**src/rtl/mem_arbiter_pkg.sv**
```systemverilog
// ---------------------------------------------------------------------------
// wjbot_riscv -- shared definitions for the memory arbiter slice.
//   arb_state_t          : arbiter FSM encoding (IDLE, GNT_C, GNT_D)
//   ARB_TIMEOUT_DEFAULT  : default number of granted cycles before abort
//   ARB_CNT_W            : wait-counter width, wide enough for TIMEOUT <= 255
// ---------------------------------------------------------------------------
package wjbot_riscv;

   typedef enum logic [1:0] {
      IDLE  = 2'd0,
      GNT_C = 2'd1,
      GNT_D = 2'd2
   } arb_state_t;

   localparam int ARB_TIMEOUT_DEFAULT = 16;
   localparam int ARB_CNT_W           = 8;

endpackage

```
**src/rtl/mem_arbiter_wait_counter.sv**
```systemverilog
// ---------------------------------------------------------------------------
// wait_counter -- counts granted cycles that pass without a memory ack.
//   clk    : clock
//   reset  : synchronous, active-high
//   clear  : restart from zero (asserted on the granting edge)
//   enable : count this cycle (granted and no ack)
//   tc     : count has reached TIMEOUT-1, i.e. this is the last granted cycle
// ---------------------------------------------------------------------------
module wait_counter
   import wjbot_riscv::*;
#(
   parameter int TIMEOUT = ARB_TIMEOUT_DEFAULT
)
(
   input  logic clk,
   input  logic reset,
   input  logic clear,
   input  logic enable,
   output logic tc
);

   localparam logic [ARB_CNT_W-1:0] TC_VALUE = ARB_CNT_W'(TIMEOUT - 1);

   logic [ARB_CNT_W-1:0] count;

   // NOTE: state registers use non-blocking (<=) so every flop samples the
   // pre-edge values; blocking here would create order-dependent races.
   always_ff @(posedge clk) begin
      if (reset) begin
         count <= '0;
      end else if (clear) begin
         count <= '0;
      end else if (enable && !tc) begin
         // Holds at the terminal value; the arbiter leaves the grant anyway.
         count <= count + 1'b1;
      end
   end

   assign tc = (count == TC_VALUE);

endmodule

```
**src/rtl/mem_arbiter.sv**
```systemverilog
// ---------------------------------------------------------------------------
// mem_arbiter -- two-port (core / debug-loader) arbiter in front of a single
// memory port, with round-robin fairness and a per-transaction timeout.
//   clk, reset                        : clock, synchronous active-high reset
//   c_req/c_we/c_addr/c_wdata         : core request
//   c_done/c_err                      : core completion pulse / timeout flag
//   d_req/d_we/d_addr/d_wdata         : debug request
//   d_done/d_err                      : debug completion pulse / timeout flag
//   rdata                             : read data, valid with c_done/d_done
//   m_req/m_we/m_addr/m_wdata         : memory request (latched at grant)
//   m_ack/m_rdata                     : memory completion pulse and data
// ---------------------------------------------------------------------------
module mem_arbiter
   import wjbot_riscv::*;
#(
   parameter int TIMEOUT = ARB_TIMEOUT_DEFAULT
)
(
   input  logic        clk,
   input  logic        reset,
   input  logic        c_req,
   input  logic        c_we,
   input  logic [31:0] c_addr,
   input  logic [31:0] c_wdata,
   output logic        c_done,
   output logic        c_err,
   input  logic        d_req,
   input  logic        d_we,
   input  logic [31:0] d_addr,
   input  logic [31:0] d_wdata,
   output logic        d_done,
   output logic        d_err,
   output logic [31:0] rdata,
   output logic        m_req,
   output logic        m_we,
   output logic [31:0] m_addr,
   output logic [31:0] m_wdata,
   input  logic        m_ack,
   input  logic [31:0] m_rdata
);

   arb_state_t state;
   logic       favour_d;   // round-robin pointer: 1 = debug wins a tie
   logic       elig_c;
   logic       elig_d;
   logic       grant_c;
   logic       grant_d;
   logic       busy;
   logic       finish;
   logic       tc;

   // A requester is masked during its own done cycle so a held req is only
   // seen as a fresh request one cycle later.
   assign elig_c = c_req & ~c_done;
   assign elig_d = d_req & ~d_done;
   assign busy   = (state != IDLE);
   // An ack arriving on the timeout cycle still completes normally.
   assign finish = busy & (m_ack | tc);

   // NOTE: every output of this block gets a default first, so no path leaves
   // a signal unassigned and no latch is inferred.
   always_comb begin
      grant_c = 1'b0;
      grant_d = 1'b0;
      if (state == IDLE) begin
         if (elig_c && (!elig_d || !favour_d)) begin
            grant_c = 1'b1;
         end else if (elig_d) begin
            grant_d = 1'b1;
         end
      end
   end

   wait_counter #(
      .TIMEOUT (TIMEOUT)
   ) u_wait (
      .clk    (clk),
      .reset  (reset),
      .clear  (grant_c | grant_d),
      .enable (busy & ~m_ack),
      .tc     (tc)
   );

   always_ff @(posedge clk) begin
      if (reset) begin
         // NOTE: the latched request and rdata are plain registers, not a
         // memory array, so they are cleared with the rest of the state.
         state    <= IDLE;
         favour_d <= 1'b0;
         m_req    <= 1'b0;
         m_we     <= 1'b0;
         m_addr   <= 32'h0;
         m_wdata  <= 32'h0;
         rdata    <= 32'h0;
         c_done   <= 1'b0;
         d_done   <= 1'b0;
         c_err    <= 1'b0;
         d_err    <= 1'b0;
      end else begin
         c_done <= 1'b0;
         d_done <= 1'b0;
         c_err  <= 1'b0;
         d_err  <= 1'b0;
         if (grant_c) begin
            state   <= GNT_C;
            m_req   <= 1'b1;
            m_we    <= c_we;
            m_addr  <= c_addr;
            m_wdata <= c_wdata;
         end else if (grant_d) begin
            state   <= GNT_D;
            m_req   <= 1'b1;
            m_we    <= d_we;
            m_addr  <= d_addr;
            m_wdata <= d_wdata;
         end else if (finish) begin
            state    <= IDLE;
            m_req    <= 1'b0;
            // Point at whoever was not just served.
            favour_d <= (state == GNT_C);
            c_done   <= (state == GNT_C);
            d_done   <= (state == GNT_D);
            c_err    <= (state == GNT_C) & ~m_ack;
            d_err    <= (state == GNT_D) & ~m_ack;
            if (m_ack) begin
               rdata <= m_rdata;
            end
         end
      end
   end

endmodule

```
**config.mk**
```make
export PLATFORM = sky130hd
export DESIGN_NAME = mem_arbiter
export DESIGN_NICKNAME = d
export VERILOG_FILES = /design/src/rtl/mem_arbiter_pkg.sv /design/src/rtl/mem_arbiter_wait_counter.sv /design/src/rtl/mem_arbiter.sv
export SDC_FILE = /design/constraint.sdc
export NUM_CORES = 1
export LEC_CHECK = 0
export BUFFER_PORTS_ARGS = -buffer_cell sky130_fd_sc_hd__buf_2
export CORE_MARGIN = 5
export CORE_UTILIZATION = 46
export CTS_BUF_LIST = sky130_fd_sc_hd__clkbuf_8
export DETAILED_ROUTE_END_ITERATION = 10
export PLACE_DENSITY = 0.83
export SLEW_MARGIN = 0
export SYNTH_ARGS = -nofsm -noshare
export SYNTH_HDL_FRONTEND = slang
export SYNTH_SLANG_ARGS = --single-unit
```
**constraint.sdc**
```tcl
create_clock -name clk -period 2.01 [get_ports clk]
set_input_delay 0.201 -clock clk [delete_from_list [all_inputs] [get_ports clk]]
set_output_delay 0.201 -clock clk [all_outputs]
set_load 0.02 [all_outputs]
```
==> metrics.csv <==
stage,metric,value,unit
run_status,outcome,"complete, no violations",
sta,setup_tns,0,ns
min_path,min_path_cells,3,
clocking,postCtsSetupRepairBufs,0,
power,power_leakage,0.003143,uW
cells_and_area,synthToLayoutAreaGrowth,44.07,%
synthesis,synth_fa_ha_area_share,0.2614,%
setup_path,cp.arrival,1.88,ns
global_route,grt_pass1_wl,23.74,mm
sta,period_needed,1.628,ns
clocking,cts_tree,done,
clocking,clk_pin_slew,0.07,ns
global_route,grt.overflow.total,0,
clocking,clock_path_buffers,2,
setup_path,critPathKind,register to register,
place,finalWeightedCongestion,0.9273,
synthesis,synthesis.instances,579,
synthesis,yosysTopAreaCellShare,47.26,%
sta,skew,0.01039,ns
floorplanning,die_h,112.0,um
global_route,grt_util_all_layers,23.06,%
synthesis,yosysSeqAreaShare,47.26,%
min_path,hold_class,input port to register,
sta,worstMarginPinSlew,0.4803,ns
route,ant_nets,0,
sta,finalMaxSlewViolations,0,
place,numPortBuffers,268,
synthesis,syn-num-nets,747,
cells_and_area,layout-drive-gt1-share,36.22,%
clocking,root_buffer,clkbuf_8,
flow_run,maxCapViolCount,0,
sta,finalSetupViolCount,0,
floorplanning,core,0.01023,sq mm
setup_path,critPathMaxFanout,67,
sta,slew_headroom,67.91,%
synthesis,synth-seq-cells,113,
synthesis,synth_top_family_by_area,simple AND/OR/NAND/NOR gates,
setup_path,reg2reg_slack,0.38,ns
synthesis,dominantRegCellSynth,dfxtp_1,
floorplanning,io_pins,269,
setup_path,crit_path_end_kind,register,
setup_path,rr_startpoint,state[0],
setup_path,startpoint_type,register,
power,p_per_area,831.5,mW/mm^2
floorplanning,die_area,0.01255,sq mm
synthesis,syn_avg_cell_area,8.268,sq um
clocking,cts_resized,0,
min_path,hp-start,m_rdata[26],
floorplanning,row_count,37,
route,drtPass1Iterations,7,
clocking,clock_sinks,113,
power,peakVddDrop,0.5037,mV
clocking,cts_buffers,17,
synthesis,synth_top_area_cell,dfxtp_1,
route,wl_per_cell,15.40,um
sta,hold_violations,0,
synthesis,async_flop_share,0,%
setup_path,reg2regPathDepth,4,
sta,fin_hold_ws,0.02143,ns
synthesis,synthMuxAreaShare,0.2091,%
floorplanning,initial_core_util,46.79,%
min_path,holdPathEnd,rdata[26],
synthesis,mappedNetlistArea,0.004787,sq mm
route,routed_wl,15.63,mm
synthesis,synth_area_leaders,"dfxtp_1 47%, o221ai_1 11%, nand2_1 9.8%, nand3_1 6.4%, inv_1 4.9%",
synthesis,yosys.area_share.simple,23.47,%
global_route,grt_pass1_vias,4767,
floorplanning,chipWidth,112.0,um
cells_and_area,fin_nets,1033,
global_route,grt_max_degree,68,
route,vias_per_cell,5.132,
sta,fmax,614.4,MHz
clocking,cts_hold_buf,36,
setup_path,r2r-end,m_wdata[4],
setup_path,critical_path_required,2.27,ns
clocking,clk-insertion-delay-late,0.41,ns
sta,post-route-period-util,80.98,%
route,drt_iter0_drc,467,
synthesis,synth_enable_flop_cells,0,
place,place_hpwl,10.63,mm
global_route,antenna_found_initial,1,
sta,rsz0062_at_grt,false,
synthesis,synth_warnings,0,
clocking,htreeDepth,4,
synthesis,synthXorXnorAreaFrac,1.098,%
route,drc,0,
power,power,5734,uW
synthesis,synth_compound_area_share,16.65,%
route,vias,5209,
synthesis,synth_cell_types,38,
==> per-stage QoR <==
stage / utilization, % / setup WS, ns / std cells / area, sq um
after floorplan: - / 0.4754 / 579 / 4787
after global placement: 60.08 / 0.4799 / 943 / 6147
after detailed placement: 60.08 / 0.4380 / 943 / 6147
after CTS: 67.09 / 0.4119 / 1011 / 6864
after global routing: 67.41 / 0.2566 / 1015 / 6897
final: 67.41 / 0.3824 / 1015 / 6897
==> placed cells by master, fill, tap and decap left out, types with 2 or more instances in the layout <==
cell,count
o221ai_1,59
a211oi_1,5
clkinv_4,3
buf_4,4
a21oi_2,2
xnor2_1,5
clkinvlp_4,4
buf_2,268
buf_12,5
nor2b_1,3
nor3_1,7
inv_1,64
a21oi_1,35
nor4b_2,2
nor2_1,17
dlygate4sd3_1,39
nand2_1,125
clkinv_2,4
clkbuf_8,17
nand3_1,61
dfxtp_1,113
nor4_1,13
==> Yosys cell counts, types with 2 or more instances <==
| cell | number |
|---|---|
| buf_6 | 7 |
| nor3_1 | 7 |
| nand3_1 | 61 |
| nor2_1 | 17 |
| nand2_1 | 125 |
| buf_4 | 8 |
| xnor2_1 | 5 |
| nor4b_2 | 2 |
| o221ai_1 | 59 |
| a211oi_1 | 5 |
| a21o_1 | 2 |
| clkbuf_1 | 10 |
| inv_1 | 62 |
| nor4_1 | 13 |
| nor2b_1 | 3 |
| a21oi_2 | 2 |
| buf_2 | 24 |
| dfxtp_1 | 113 |
| a21oi_1 | 35 |
==> per-layer routing <==
metal	up-vias	part of all wire, %	track usage (%)
li1	2575	-	-
met1	2368	38	26.46
met2	227	52	40.53
met3	39	6.4	5.984
met4	0	3.3	10.02
met5	-	0	0
==> sequential cells by signal (all words and copies together) (netlist names) <==
| signal | flops |
|---|---|
| rdata | 32 |
| c_err | 1 |
| u_wait.count | 8 |
| favour_d | 1 |
| state | 2 |
| c_done | 1 |
| m_addr | 32 |
| d_done | 1 |
| d_err | 1 |
| m_we | 1 |
| m_wdata | 32 |
| m_req | 1 |
==> where the power goes <==
part           switching, uW  internal [uW]  total [uW]
Clock                    957            965        1920
Sequential              98.1           2430        2530
Combinational            779            504        1280
==> cells by family (layout without fill, tap and decap cells) <==
| logic type | after synthesis | count (layout) |
|---|---|---|
| buf+inv | 111 | 410 |
| xor+xnor | 6 | 6 |
| mux | 1 | 1 |
| simple gates | 240 | 240 |
| other cells | 0 | 1 |
| compound gates | 107 | 107 |
| flops | 113 | 113 |
| fa+ha+maj | 1 | 1 |
==> worst max-delay path, cell delays in order (launching register included) <==
cell,delay [ns]
dfxtp_1,0.37
or2_4,0.38
o21ai_4,0.20
buf_12,0.29
o221ai_1,0.20
==> final cells by class <==
type | count | area, sq um
clock buffers | 17 | 234.0
flip-flops and latches | 113 | 2262
repair buffers | 316 | 1862
well taps | 136 | 170.2
multi-input cells | 355 | 2011
fillers | 878 | 3334
inverters | 62 | 232.7
clock inverters | 15 | 122.6
diodes | 1 | 2.502
==> worst max path at each step <==
stage,from,endpoint,slack (ns),cells past startpoint
after detailed placement,state[0],rdata[8],0.44,5
final,state[0],m_wdata[4],0.38,4
after global placement,state[0],m_addr[20],0.48,4
after floorplan,c_done,m_addr[0],0.48,7
after global routing,state[0],rdata[8],0.26,5
after CTS,state[0],rdata[8],0.41,5
Power figures use the tool's default switching activity.
